[src/rtl/video_timing_gen.sv]
// Raster timing generator with a divided pixel enable and a small set of test patterns.
// Every output except ce_pix updates on the pixel enable, decoded from the pre-increment counters.
module video_timing_gen #(
    parameter int unsigned CE_DIV   = 4,
    parameter int unsigned H_ACTIVE = 256,
    parameter int unsigned H_FP     = 8,
    parameter int unsigned H_SYNC   = 32,
    parameter int unsigned H_BP     = 46,
    parameter int unsigned V_ACTIVE = 240,
    parameter int unsigned V_FP     = 3,
    parameter int unsigned V_SYNC   = 3,
    parameter int unsigned V_BP     = 16
) (
    input  logic       clk_vid,
    input  logic       reset,
    input  logic [1:0] pattern,
    output logic       ce_pix,
    output logic [7:0] R,
    output logic [7:0] G,
    output logic [7:0] B,
    output logic       HSync,
    output logic       VSync,
    output logic       HBlank,
    output logic       VBlank,
    output logic [9:0] hcount,
    output logic [8:0] vcount,
    output logic       frame_start
);

    localparam int unsigned H_TOTAL = H_ACTIVE + H_FP + H_SYNC + H_BP;
    localparam int unsigned V_TOTAL = V_ACTIVE + V_FP + V_SYNC + V_BP;
    localparam int unsigned DIV_W   = (CE_DIV > 1) ? $clog2(CE_DIV) : 1;
    localparam int unsigned HW      = 10;
    localparam int unsigned VW      = 9;

    localparam logic [DIV_W-1:0] DIV_LAST = DIV_W'(CE_DIV - 1);
    localparam logic [HW-1:0]    H_ACT    = HW'(H_ACTIVE);
    localparam logic [HW-1:0]    H_SS     = HW'(H_ACTIVE + H_FP);
    localparam logic [HW-1:0]    H_SE     = HW'(H_ACTIVE + H_FP + H_SYNC);
    localparam logic [HW-1:0]    H_LAST   = HW'(H_TOTAL - 1);
    localparam logic [VW-1:0]    V_ACT    = VW'(V_ACTIVE);
    localparam logic [VW-1:0]    V_SS     = VW'(V_ACTIVE + V_FP);
    localparam logic [VW-1:0]    V_SE     = VW'(V_ACTIVE + V_FP + V_SYNC);
    localparam logic [VW-1:0]    V_LAST   = VW'(V_TOTAL - 1);

    logic [DIV_W-1:0] div;
    logic [DIV_W-1:0] div_nxt;
    logic [HW-1:0]    hc;
    logic [VW-1:0]    vc;
    logic [1:0]       pat_q;
    logic [1:0]       pat_c;
    logic             first_c;
    logic             hblank_c;
    logic             vblank_c;
    logic             hsync_c;
    logic             vsync_c;
    logic [7:0]       r_c;
    logic [7:0]       g_c;
    logic [7:0]       b_c;

    // Decode of the current counter position; the first pixel of a frame already uses the new pattern.
    always_comb begin
        div_nxt  = (div == DIV_LAST) ? '0 : div + 1'b1;
        first_c  = (hc == '0) && (vc == '0);
        pat_c    = first_c ? pattern : pat_q;
        hblank_c = (hc >= H_ACT);
        vblank_c = (vc >= V_ACT);
        hsync_c  = (hc >= H_SS) && (hc < H_SE);
        vsync_c  = (vc >= V_SS) && (vc < V_SE);
        r_c      = '0;
        g_c      = '0;
        b_c      = '0;
        if (!hblank_c && !vblank_c) begin
            case (pat_c)
                2'd0: begin
                    r_c = {8{hc[7]}};
                    g_c = {8{hc[6]}};
                    b_c = {8{hc[5]}};
                end
                2'd1: begin
                    if ((hc[3:0] == 4'd0) || (vc[3:0] == 4'd0)) begin
                        r_c = 8'hFF;
                        g_c = 8'hFF;
                        b_c = 8'hFF;
                    end
                end
                2'd2: begin
                    r_c = 8'hFF;
                    g_c = 8'hFF;
                    b_c = 8'hFF;
                end
                default: begin
                    r_c = hc[7:0];
                    g_c = hc[7:0];
                    b_c = hc[7:0];
                end
            endcase
        end
    end

    always_ff @(posedge clk_vid) begin
        if (reset) begin
            div         <= '0;
            ce_pix      <= 1'b0;
            hc          <= '0;
            vc          <= '0;
            pat_q       <= '0;
            R           <= '0;
            G           <= '0;
            B           <= '0;
            HSync       <= 1'b0;
            VSync       <= 1'b0;
            HBlank      <= 1'b0;
            VBlank      <= 1'b0;
            hcount      <= '0;
            vcount      <= '0;
            frame_start <= 1'b0;
        end else begin
            div    <= div_nxt;
            ce_pix <= (div_nxt == DIV_LAST);
            if (ce_pix) begin
                if (hc == H_LAST) begin
                    hc <= '0;
                    vc <= (vc == V_LAST) ? '0 : vc + 1'b1;
                end else begin
                    hc <= hc + 1'b1;
                end
                if (first_c) begin
                    pat_q <= pattern;
                end
                R           <= r_c;
                G           <= g_c;
                B           <= b_c;
                HSync       <= hsync_c;
                VSync       <= vsync_c;
                HBlank      <= hblank_c;
                VBlank      <= vblank_c;
                hcount      <= hc;
                vcount      <= vc;
                frame_start <= first_c;
            end
        end
    end

endmodule

[config.mk]
export PLATFORM = sky130hd
export DESIGN_NAME = video_timing_gen
export DESIGN_NICKNAME = d
export VERILOG_FILES = /design/src/rtl/video_timing_gen.sv
export SDC_FILE = /design/constraint.sdc
export NUM_CORES = 1
export LEC_CHECK = 0
export BUFFER_PORTS_ARGS = -buffer_cell sky130_fd_sc_hd__buf_2
export CAP_MARGIN = 20
export CORE_UTILIZATION = 40
export DETAILED_ROUTE_END_ITERATION = 7
export REMOVE_ABC_BUFFERS = 1
export SYNTH_ARGS = -nofsm -noshare
export SYNTH_HDL_FRONTEND = slang
export SYNTH_SLANG_ARGS = --single-unit
[constraint.sdc]
create_clock -name clk_vid -period 2.1 [get_ports clk_vid]
set_input_delay 0.21 -clock clk_vid [delete_from_list [all_inputs] [get_ports clk_vid]]
set_output_delay 0.21 -clock clk_vid [all_outputs]
set_load 0.03 [all_outputs]
==> flow_summary_export.csv <==
group,metric,value,unit
logic_synthesis,ys_ff_latch,72,
critical_path,reg2reg_depth,6,
floorplanning,fp.dieH,90.8,um
critical_path,slowest_stage,"or4_4",
clocking,clock_latency,0.35,ns
critical_path,cp-end-kind,"register",
power,power_leakage,0.00171,uW
final_layout,drive_gt1_frac,0.278,
global_route,track_usage,0.186,
global_route,grt_max_degree,38,
routing,vias_per_cell,4.99,
hold_path,hold_depth,3,
timing,slew_viol_final,0,
floorplanning,num_io_pins,53,
floorplanning,coreArea,0.00769,mm^2
timing,tightest_slew,0.471,ns
final_layout,layout.cells.non_filler,537,
final_layout,antenna_cells,0,
routing,vias,2679,
timing,max-slew-margin-rel,0.686,
logic_synthesis,synth_largest_area_cell,"dfxtp_1",
global_route,overflow,0,
logic_synthesis,synth-seq-area-share,0.457,
final_layout,synthToLayoutAreaGrowth,26.0,%
global_route,grt_pass1_vias,2568,
clocking,cts_tree,"built",
floorplanning,dieArea,0.00825,mm^2
critical_path,startpoint_type,"register",
placed_design,dpl.cell_count,519,
logic_synthesis,synth-edff-count,0,
final_layout,nNetsFinal,442,
clocking,cts_root_buffer,"clkbuf_8",
routing,postRouteAntennaNets,0,
critical_path,required,2.34,ns
logic_synthesis,synth_cell_types,45,
clocking,hold_buffers,0,
power,p_per_area,734,mW/mm^2
critical_path,crit_fanout,8,
timing,timing_hold_violations_final,0,
timing,finalClockSkew,0.00592,ns
timing,min_period,1.98,ns
critical_path,path_cells,"or4_4, or2_0, o31a_1, a221oi_4, buf_6, o21ai_1",
critical_path,slowest_delay,0.52,ns
global_route,antenna_found_initial,0,
logic_synthesis,yosysTopAreaCellShare,0.457,
global_route,grt_pass1_wl,12300,um
routing,routed_wl,7140,um
power,ir_worst_vdd,0.371,mV
timing,rsz0062_at_grt,"no",
routing,dr.pass1.iters,4,
outcome,status,"completed",
timing,whs,0.202,ns
critical_path,critical_path_class,"reg -> reg",
routing,drtIter0Drc,94,
flow_run,cap_violations,0,
clocking,cts.path.max_buffers,2,
logic_synthesis,syn-mean-instance-area,9.02,um^2
final_layout,fill_cells,751,
logic_synthesis,ys.warnings.count,0,
logic_synthesis,syn_inst,350,
placed_design,place_hpwl,5210,um
clocking,clk_pin_slew,0.07,ns
hold_path,min_path_type,"in -> reg",
final_layout,multi_input_area,0.00160,mm^2
critical_path,critical_path_arrival,2.22,ns
clocking,cts_buffers,9,
final_layout,register_area,0.00144,mm^2
floorplanning,start_util,0.411,
logic_synthesis,synth_area_leaders,"dfxtp_1 46%, mux2i_1 8.6%, nor2_1 6.3%, nand2_1 4.0%, ha_1 3.2%",
timing,fmax,504,MHz
timing,setup_viol,0,
routing,wire_per_inst,13.3,um
power,power,2920,uW
floorplanning,rows,32,
routing,drc,0,
placed_design,io_buffers,52,
timing,fin_crit_sh,0.945,
floorplanning,die_w,90.8,um
clocking,clkSinkCount,72,
placed_design,gp_congestion,0.855,
logic_synthesis,async_flop_share,0,
clocking,h-tree-depth,3,
final_layout,post-route-util,0.517,
logic_synthesis,synth_area,0.00316,mm^2
logic_synthesis,synth_flop_cell,"dfxtp_1",
[sequential cells by signal, summed over array words and instances (netlist names)]
register and count:
R 8, hc 10, VSync 1, HBlank 1
HSync 1, hcount 10, VBlank 1, B 8
G 8, frame_start 1, pat_q 2, vcount 9
vc 9, ce_pix 1, div 2
[cell type report]
cell class / count / share of cell area
clock buffer: 11 / 0.0355
inverter: 10 / 0.00944
sequential: 72 / 0.363
multi-input combinational: 248 / 0.403
clock inverter: 5 / 0.0201
timing repair buffer: 89 / 0.137
tap: 102 / 0.0321
[report_power, final]
part | switching (uW) | internal, uW
clock | 500 | 699
sequential | 20.3 | 1400
combinational | 186 | 114
[cell usage in the layout, fill, tap and decap left out, types with 2 or more instances in the layout]
cell | synthesis | routed
a211oi_1 | 2 | 2
a21oi_1 | 13 | 13
a221oi_4 | 2 | 2
a22o_1 | 5 | 5
a32o_1 | 3 | 3
and3_1 | 3 | 3
and4_1 | 2 | 2
buf_2 | 0 | 52
buf_4 | 0 | 35
buf_6 | 2 | 2
bufinv_16 | 0 | 2
clkbuf_8 | 0 | 10
clkinvlp_4 | 0 | 2
dfxtp_1 | 72 | 71
ha_1 | 8 | 8
inv_1 | 10 | 10
mux2i_1 | 27 | 26
nand2_1 | 34 | 34
nand3_1 | 7 | 7
nand4_1 | 8 | 8
nor2_1 | 53 | 53
nor2b_1 | 3 | 2
nor3_1 | 5 | 5
nor4_1 | 5 | 5
o21a_1 | 5 | 5
o21ai_0 | 8 | 7
o21ai_1 | 16 | 17
o21bai_1 | 2 | 2
or2_2 | 5 | 5
or4_4 | 1 | 2
xnor2_1 | 6 | 6
xor2_1 | 8 | 8
[cells by family after synthesis]
logic type,count (synthesis),share of synthesized area
AO/OA/AOI/OAI,62,0.139
XOR/XNOR,14,0.0388
adder cells (fa/ha/maj),8,0.0317
buffers and inverters,30,0.0404
flip-flops,72,0.457
multiplexers,27,0.0856
AND/OR/NAND/NOR,137,0.208
[repair_timing]
item	CTS	global route
pin swaps	0	2
setup buffers	0	2
endpoints found under the setup margin	1	24
gates resized for setup	1	7
[path summary, 6_finish.rpt]
kind / to / from / slack (ns)
min reg2reg: B[4] / B[4] / 0.45
min: pat_q[0] / pattern[0] / 0.20
max: G[7] / vc[3] / 0.12
max reg2reg: G[7] / vc[3] / 0.12
[per-stage QoR]
stage,setup slack [ns],setup TNS (ns),cell area (um^2)
floorplan,-0.564,-16.43,3070
global placement,0.0435,0,3720
detailed placement,0.00429,0,3720
CTS,0.00546,0,3940
global route,0.000790,0,3980
finish,0.116,0,3980
[worst max-delay path, delay by kind of cell, from the launching register on]
kind | cells | cell delay [ns]
buffers and inverters | 1 | 0.17
DFF | 1 | 0.31
and+or+nand+nor | 2 | 0.75
AOI/OAI and AO/OA | 3 | 0.65
[per-layer routing]
metal	global-route usage	wire length [um]	share of wire
met5	0	0	0
met4	0.0595	91	0.013
met3	0.0455	304	0.043
met2	0.306	3310	0.46
met1	0.240	3440	0.48
[cell usage after synthesis (6+ instances only)]
cell / instances
xor2_1: 8
xnor2_1: 6
inv_1: 10
o21ai_0: 8
o21ai_1: 16
mux2i_1: 27
nor2_1: 53
clkbuf_1: 17
a21oi_1: 13
nand3_1: 7
nand4_1: 8
nand2_1: 34
dfxtp_1: 72
ha_1: 8
(Power assumes the default switching activity.)
